`config.mk`:
```
export PLATFORM = sky130hd
export DESIGN_NAME = mem_port_responder
export DESIGN_NICKNAME = d
export VERILOG_FILES = /design/src/rtl/mem_port_responder.sv
export SDC_FILE = /design/constraint.sdc
export NUM_CORES = 1
export LEC_CHECK = 0
export ABC_AREA = 1
export CAP_MARGIN = 20
export CORE_AREA = 2 2 116 118
export DETAILED_ROUTE_END_ITERATION = 10
export DIE_AREA = 0 0 118 120
export PLACE_DENSITY = 0.58
export SLEW_MARGIN = 40
export SYNTH_ARGS = -nofsm -noshare
export SYNTH_HDL_FRONTEND = slang
export SYNTH_SLANG_ARGS = --single-unit
```
`constraint.sdc`:
```
create_clock -name clk -period 1.2 [get_ports clk]
set_input_delay 0.18 -clock clk [delete_from_list [all_inputs] [get_ports clk]]
set_output_delay 0.18 -clock clk [all_outputs]
set_load 0.02 [all_outputs]
```
`src/rtl/mem_port_responder.sv`:
```
`default_nettype none
// ============================================================================
// Module      : mem_port_responder
// Description : Arbitrates an instruction port and a data port onto a single
//               backing-memory port. Only one transaction is in flight at a
//               time. Fields are latched at grant and the CPU response pulse
//               lasts one cycle.
// Config      : MEM_ARB_ROUND_ROBIN_EN - when defined, simultaneous requests
//               alternate. When undefined, dmem has fixed priority.
// Revision    : 1.0 - initial release
// ============================================================================
module mem_port_responder (
    input  logic        clk,
    input  logic        rst,
    input  logic        imem_read,
    input  logic [15:0] imem_address,
    output logic [15:0] imem_rdata,
    output logic        imem_resp,
    input  logic        dmem_read,
    input  logic        dmem_write,
    input  logic [15:0] dmem_address,
    input  logic [15:0] dmem_wdata,
    input  logic [1:0]  dmem_byte_enable,
    output logic [15:0] dmem_rdata,
    output logic        dmem_resp,
    output logic        pmem_read,
    output logic        pmem_write,
    output logic [15:0] pmem_address,
    output logic [15:0] pmem_wdata,
    output logic [1:0]  pmem_byte_enable,
    input  logic [15:0] pmem_rdata,
    input  logic        pmem_resp
);

    typedef enum logic [2:0] {
        ST_IDLE   = 3'd0,
        ST_I_BUSY = 3'd1,
        ST_D_BUSY = 3'd2,
        ST_I_RESP = 3'd3,
        ST_D_RESP = 3'd4
    } state_t;

    state_t      r_state;
    state_t      w_state_next;
    logic        r_write;
    logic        r_alive;
    logic [15:0] r_addr;
    logic [15:0] r_wdata;
    logic [1:0]  r_be;
    logic [15:0] r_imem_rdata;
    logic [15:0] r_dmem_rdata;

    logic        w_dmem_req;
    logic        w_any_req;
    logic        w_grant_d;
    logic        w_busy;
    logic        w_owner_req;

    // A simultaneous read and write is handled as a write.
    assign w_dmem_req = dmem_read | dmem_write;
    assign w_any_req  = imem_read | w_dmem_req;
    assign w_busy     = (r_state == ST_I_BUSY) || (r_state == ST_D_BUSY);
    // This is the live request of the port that owns the current transaction.
    assign w_owner_req = ((r_state == ST_I_BUSY) || (r_state == ST_I_RESP)) ?
                         imem_read : w_dmem_req;

`ifdef MEM_ARB_ROUND_ROBIN_EN
    logic r_last_d;

    // On a conflict, grant the port that was not served last.
    assign w_grant_d = w_dmem_req && (!imem_read || !r_last_d);

    // Record which port won each grant. The reset value points at imem.
    always_ff @(posedge clk) begin
        if (rst) begin
            r_last_d <= 1'b0;
        end else if ((r_state == ST_IDLE) && w_any_req) begin
            r_last_d <= w_grant_d;
        end
    end
`else
    assign w_grant_d = w_dmem_req;
`endif

    // State register.
    always_ff @(posedge clk) begin
        if (rst) begin
            r_state <= ST_IDLE;
        end else begin
            r_state <= w_state_next;
        end
    end

    // Compute next state and all handshake outputs. pmem fields are gated to
    // zero outside the busy states.
    always_comb begin
        w_state_next     = r_state;
        pmem_read        = 1'b0;
        pmem_write       = 1'b0;
        pmem_address     = 16'h0000;
        pmem_wdata       = 16'h0000;
        pmem_byte_enable = 2'b00;
        imem_resp        = 1'b0;
        dmem_resp        = 1'b0;
        case (r_state)
            ST_IDLE: begin
                if (w_grant_d) begin
                    w_state_next = ST_D_BUSY;
                end else if (imem_read) begin
                    w_state_next = ST_I_BUSY;
                end
            end
            ST_I_BUSY, ST_D_BUSY: begin
                pmem_read        = ~r_write;
                pmem_write       = r_write;
                pmem_address     = r_addr;
                pmem_wdata       = r_wdata;
                pmem_byte_enable = r_be;
                if (pmem_resp) begin
                    w_state_next = (r_state == ST_I_BUSY) ? ST_I_RESP : ST_D_RESP;
                end
            end
            ST_I_RESP: begin
                imem_resp    = r_alive & w_owner_req;
                w_state_next = ST_IDLE;
            end
            ST_D_RESP: begin
                dmem_resp    = r_alive & w_owner_req;
                w_state_next = ST_IDLE;
            end
            default: begin
                w_state_next = ST_IDLE;
            end
        endcase
    end

    // Latch request fields at grant, track flushes, and capture read data.
    always_ff @(posedge clk) begin
        if (rst) begin
            r_write      <= 1'b0;
            r_alive      <= 1'b0;
            r_addr       <= 16'h0000;
            r_wdata      <= 16'h0000;
            r_be         <= 2'b00;
            r_imem_rdata <= 16'h0000;
            r_dmem_rdata <= 16'h0000;
        end else begin
            if ((r_state == ST_IDLE) && w_any_req) begin
                r_alive <= 1'b1;
                if (w_grant_d) begin
                    r_write <= dmem_write;
                    r_addr  <= dmem_address;
                    r_wdata <= dmem_wdata;
                    r_be    <= dmem_write ? dmem_byte_enable : 2'b11;
                end else begin
                    r_write <= 1'b0;
                    r_addr  <= imem_address;
                    r_wdata <= 16'h0000;
                    r_be    <= 2'b11;
                end
            end
            if (w_busy && !w_owner_req) begin
                r_alive <= 1'b0;
            end
            if ((r_state == ST_I_BUSY) && pmem_resp) begin
                r_imem_rdata <= pmem_rdata;
            end
            if ((r_state == ST_D_BUSY) && pmem_resp) begin
                r_dmem_rdata <= pmem_rdata;
            end
        end
    end

    assign imem_rdata = r_imem_rdata;
    assign dmem_rdata = r_dmem_rdata;

endmodule
`default_nettype wire
```
### Word-level counts from Yosys, hierarchy flattened

Cells that the tools add are included.

* bits in registers: 71
* logic and storage cells: 47
* input port bits: 72

* reductions and logical operators: 11
* equality and inequality tests: 6
* bitwise logic cells: 4
* multiplexer cells: 18

Operator list (count)
* $mux 16: 4
* $mux 3: 4
* $eq 3x2->1 const B: 2
* $mux 1: 6
* $mux 2: 3
* $pmux 3 s2: 1
* $logic_and 1x1->1: 4
* $reduce_or 2->1: 2
* $eq 3x1->1 const B: 1
* $eq 3x3->1 const B: 1
* $logic_not 3->1: 1
* $ne 3x3->1 const B: 1
* $logic_or 1x1->1: 2
* $ne 2x2->1 const B: 1
* $or 1x1->1: 2
* $reduce_and 2->1: 1
* $and 1x1->1: 1
* $logic_not 1->1: 1
* $not 1->1: 1

### Longest topological paths before layout

* depth after elaboration: 6
* depth in mapped cells: 9

### Least setup slack after synthesis

Ideal clock, no wire load.

* path type: register to output
* start point: reg r_state[0]
* end point: out dmem_resp
* stages on the path, launching flop included: 5
* arrival time: 1.193 ns
* path slack: -0.173 ns
* cells stage by stage: dfxtp_1 -> inv_2 -> nor2_1 -> o21ai_0 -> nor3_1

* cells in the longest elaborated chain, start to end: 5
* elaborated cells on any way between the ends: 7
* classes of those cells: eq/ne (3); mux (2); bitwise (1); reduce/logical (1)

RTL lines
* from (decl): RTL line 43 `state_t r_state;`
* from (signal assigned): RTL line 90 `r_state <= w_state_next;`
* $eq 3x1->1 / $eq 3x2->1 (equally long branches): RTL line 64 `assign w_owner_req = ((r_state == ST_I_BUSY) || (r_state == ST_I_RESP)) ?`
* $logic_or 1x1->1: RTL line 64
* $mux 1: RTL line 64
* $and 1x1->1: RTL line 128 `dmem_resp = r_alive & w_owner_req;`
* $mux 1 (*): RTL line 105 `case (r_state)`
* to (decl): RTL line 25 `output logic dmem_resp,`

Mark *: on every way between the ends. The rest lies on a longest branch, timed or not.

### Final worst setup path

* start point: reg r_state[0]
* end point: out pmem_address[0]

* cells in the longest elaborated chain, start to end: 3
* elaborated cells on any way between the ends: 4
* classes of those cells: eq/ne (2); mux (1); reduce/logical (1)

RTL lines
* $eq 3x2->1 / $eq 3x1->1 (equally long branches): RTL line 105
* $reduce_or 2->1 (*): RTL line 105
* $mux 16 (*): RTL line 105
* to (decl): RTL line 28 `output logic [15:0] pmem_address,`

Marks and branches as above.

==> metrics.log <==
[metrics] share of the cycle needed by the critical path after routing: 1.327
[metrics] Synth area leaders: sky130_fd_sc_hd__dfxtp_1, sky130_fd_sc_hd__nor2_1, sky130_fd_sc_hd__nand2_1
[metrics] total number of vias: about 3600
[metrics] Placed Cells incl. Taps: ~790
[metrics] Register-to-Register Setup Slack: -0.31 ns
[metrics] Highest Clock Rate: between 0.6 and 0.7 GHz
[metrics] number of flip-flops and latches in the synthesized netlist: ~70
[metrics] Warnings, synthesis: 0
[metrics] clock tree from TritonCTS: yes
[metrics] Setup TNS Final: -30.55 ns
[metrics] shortest period the worst path allows: between 1.5 and 2 ns
[metrics] gr usage total: 0.1583
[metrics] Max-cap violations: 0
[metrics] highest-utilization routing layer at the global route stage: met2
[metrics] overflow left after global routing: 0
[metrics] core area: 0.01298 mm²
[metrics] share of the yosys chip area belonging to registers: 0.4522
[metrics] TritonCTS Sinks: about 70
[metrics] data arrival time at the worst-slack endpoint: 1.41 ns
[metrics] post-layout instance count excluding filler cells: ~840
[metrics] critical path's largest stage delay: roughly 0.38 ns
[metrics] worst-path cell with the longest stage delay: sky130_fd_sc_hd__dfxtp_4
[metrics] Global Route met2 Usage: 0.2860
[metrics] cell chosen for the clock root: sky130_fd_sc_hd__clkbuf_16
[metrics] floorplan die height: between 100 and 150 µm
[metrics] pin count of the biggest net entering global routing: 30
[metrics] net count after synthesis: ~540
[metrics] maximum VDD drop: about 0.71 mV
[metrics] Antenna Violating Nets Remaining: 0
[metrics] port bufs: roughly 140
[metrics] average routed wire per standard cell: between 10 and 15 µm
[metrics] floorplan die width: 118 µm
[metrics] number of failing setup endpoints in the final timing report: around 110
[metrics] Routed Wire Length: 11290 µm
[metrics] synth-to-layout area growth: 117.7%
[metrics] area leader, netlist: sky130_fd_sc_hd__dfxtp_1
[metrics] final core area utilization: 0.5271
[metrics] clk_lat worst skew: 0.33 ns
[metrics] Overall Power: 10.14 mW
[metrics] failing checks: setup timing
[metrics] met3 Resource Use GR: 0.05371
[metrics] worst min-delay path category: in -> reg
[metrics] Critical Path, Cell by Cell: nor2_4 -> nand2_2 -> nand2_4 -> inv_8 -> buf_12 -> nor2_4 -> buf_6
[metrics] effective utilization at floorplan: 0.2421
[metrics] Top Family by Delay on Critical Path: flip-flops
[metrics] top-area cell type share of the netlist area: 0.4522
[metrics] Worst Path Class, Setup: reg -> out
[metrics] share of cells above drive strength 1: 0.4675
[metrics] Final Instance Area: 0.006842 mm²
[metrics] drt first-iter violations: roughly 130
[metrics] synthesized cell area: 0.003143 mm²
[metrics] CP required: a little over 1 ns
[metrics] clock transition time at the flip-flop clock pins of the worst setup and hold paths: ~0.06 ns
[metrics] RSZ-0062 raised after global routing: true
[metrics] outcome: finished with violations
[metrics] static power due to leakage: approximately 2.9 nW
[metrics] total number of H-tree levels: 3
[metrics] vias per cell: ~4.3
[metrics] Die Area: approximately 0.014 mm²
[metrics] number of rows in the core area: 42
[metrics] largest fanout on the critical path: 8
[metrics] via count of the first global-routing pass: between 3000 and 4000
[metrics] hpwl dp: roughly 6900 µm
[metrics] Distinct cells, synth: 26
[metrics] antenna violations before repair: 0
[metrics] Crit. End Element: output pin
[metrics] CP most frequent cell: sky130_fd_sc_hd__nor2_4
[metrics] measured slew at the worst slew-check pin: about 0.32 ns
[metrics] count of pins on the block boundary: 142
[metrics] final RePlAce weighted congestion: between 0.8 and 0.9
[metrics] ratio of total power to cell area: roughly 1500 mW/mm²
[metrics] most common cell after layout, fill and taps aside: sky130_fd_sc_hd__clkdlybuf4s50_1
[metrics] gate count of the mapped netlist: ~460
[metrics] number of buffers created by CTS: 9
[metrics] Most used DFF post-synth: sky130_fd_sc_hd__dfxtp_1
[metrics] syn_area_per_cell: roughly 6.8 µm²
[metrics] final number of hold-violating endpoints: 0
[metrics] final net count: ~730
[metrics] Post-synth EDFFs: 0
[metrics] max-slew violation count: 0
[metrics] headroom to the max-slew limit: 0.7880
[metrics] met1 Usage GRT: 0.1818
[metrics] post-layout worst setup margin: -0.3923 ns
[metrics] cell area after placement: around 0.0052 mm²
[metrics] clock tree buffer depth: 2
[metrics] Setup Skew: 0.009104 ns
[metrics] DRC violation count after routing: 0
[metrics] Initial DRT Pass Iterations: 4
[metrics] launching element type of the critical path: flop
[metrics] first-pass GRT wire length: between 15000 and 20000 µm
[metrics] Async SR Flop Fraction: 0
[metrics] combined buffer and inverter count along the critical path: 3
[metrics] most frequent cells in the layout: sky130_fd_sc_hd__clkdlybuf4s50_1, sky130_fd_sc_hd__dfxtp_1, sky130_fd_sc_hd__inv_1, sky130_fd_sc_hd__nor2_4, sky130_fd_sc_hd__nand2_1
[metrics] number of inserted diodes: 0
## cell type report
class	count	area (µm²)
flip-flops and latches	71	1433
multi-input cells	303	2227
clock inverters	6	90.09
fillers	1195	6138
clock buffers	10	239.0
inverters	66	275.3
well taps	176	220.2
repair buffers	205	2357
## worst min-delay path: stages
cell and delay [ns]:
sky130_fd_sc_hd__dlygate4sd2_1 0.27, sky130_fd_sc_hd__nand2_4 0.10, sky130_fd_sc_hd__a21oi_2 0.05
## cells by family (layout without fill, tap and decap cells)
family | Yosys count | after routing | synth area share
simple gates | 214 | 214 | 0.2735
flops | 71 | 71 | 0.4522
buf+inv | 90 | 287 | 0.1290
compound gates | 89 | 89 | 0.1453
## cells in the mapped netlist, types with 2 or more instances
cell type and number:
sky130_fd_sc_hd__buf_4 2, sky130_fd_sc_hd__o21ai_1 8, sky130_fd_sc_hd__inv_1 58, sky130_fd_sc_hd__o21ai_2 3, sky130_fd_sc_hd__nor2_1 109, sky130_fd_sc_hd__nand3_1 5, sky130_fd_sc_hd__buf_6 2, sky130_fd_sc_hd__nand2_4 2
sky130_fd_sc_hd__clkbuf_1 6, sky130_fd_sc_hd__nor2_4 3, sky130_fd_sc_hd__dfxtp_1 71, sky130_fd_sc_hd__buf_1 3, sky130_fd_sc_hd__nand2_1 91, sky130_fd_sc_hd__buf_2 7, sky130_fd_sc_hd__o21ai_0 41, sky130_fd_sc_hd__a21oi_1 37
sky130_fd_sc_hd__clkbuf_2 2, sky130_fd_sc_hd__inv_4 2, sky130_fd_sc_hd__inv_2 5
## final timing paths
kind,startpoint,end,depth (start not counted)
hold reg to reg,dmem_rdata[11]$_SDFFE_PP0P_,dmem_rdata[11]$_SDFFE_PP0P_,2
hold / removal,dmem_write,r_write$_SDFFE_PP0P_,3
setup / recovery,r_state[0]$_SDFFE_PP0P_,pmem_address[0],7
setup reg to reg,r_state[1]$_SDFFE_PP0P_,r_wdata[13]$_SDFFE_PP0P_,11
## state kept, by name, summed over array words and instances (netlist names)
signal,flops
dmem_rdata,16
imem_rdata,16
r_addr,16
r_alive,1
r_be,2
r_state,3
r_wdata,16
r_write,1
## power by group
group	switching, mW	internal (mW)	leakage, nW
Clock	1.03	1.89	0.159
Sequential	0.216	2.66	0.585
Combinational	2.19	2.16	2.17
## layer usage
metal  part of all wire  wire (µm)
met1               0.41       4603
met2               0.52       5855
met3              0.068        769
met4             0.0050         56
met5                  0          0
## what timing repair did
item,in CTS,in global routing
pin swaps,27,38
setup endpoints to repair,139,137
resized for setup,445,121
hold buffers,0,0
setup buffers,14,8
cloned,12,1
## stage by stage
step / setup slack, ns / hold WS, ns
floorplan: -0.004967 / 0.3149
global placement: -0.6741 / 0.4303
global route: -0.4706 / 0.3277
CTS: -0.3931 / 0.2944
detailed placement: -0.6828 / 0.4361
finish: -0.3923 / 0.3177
No activity file was read; power rests on OpenSTA's default activity.
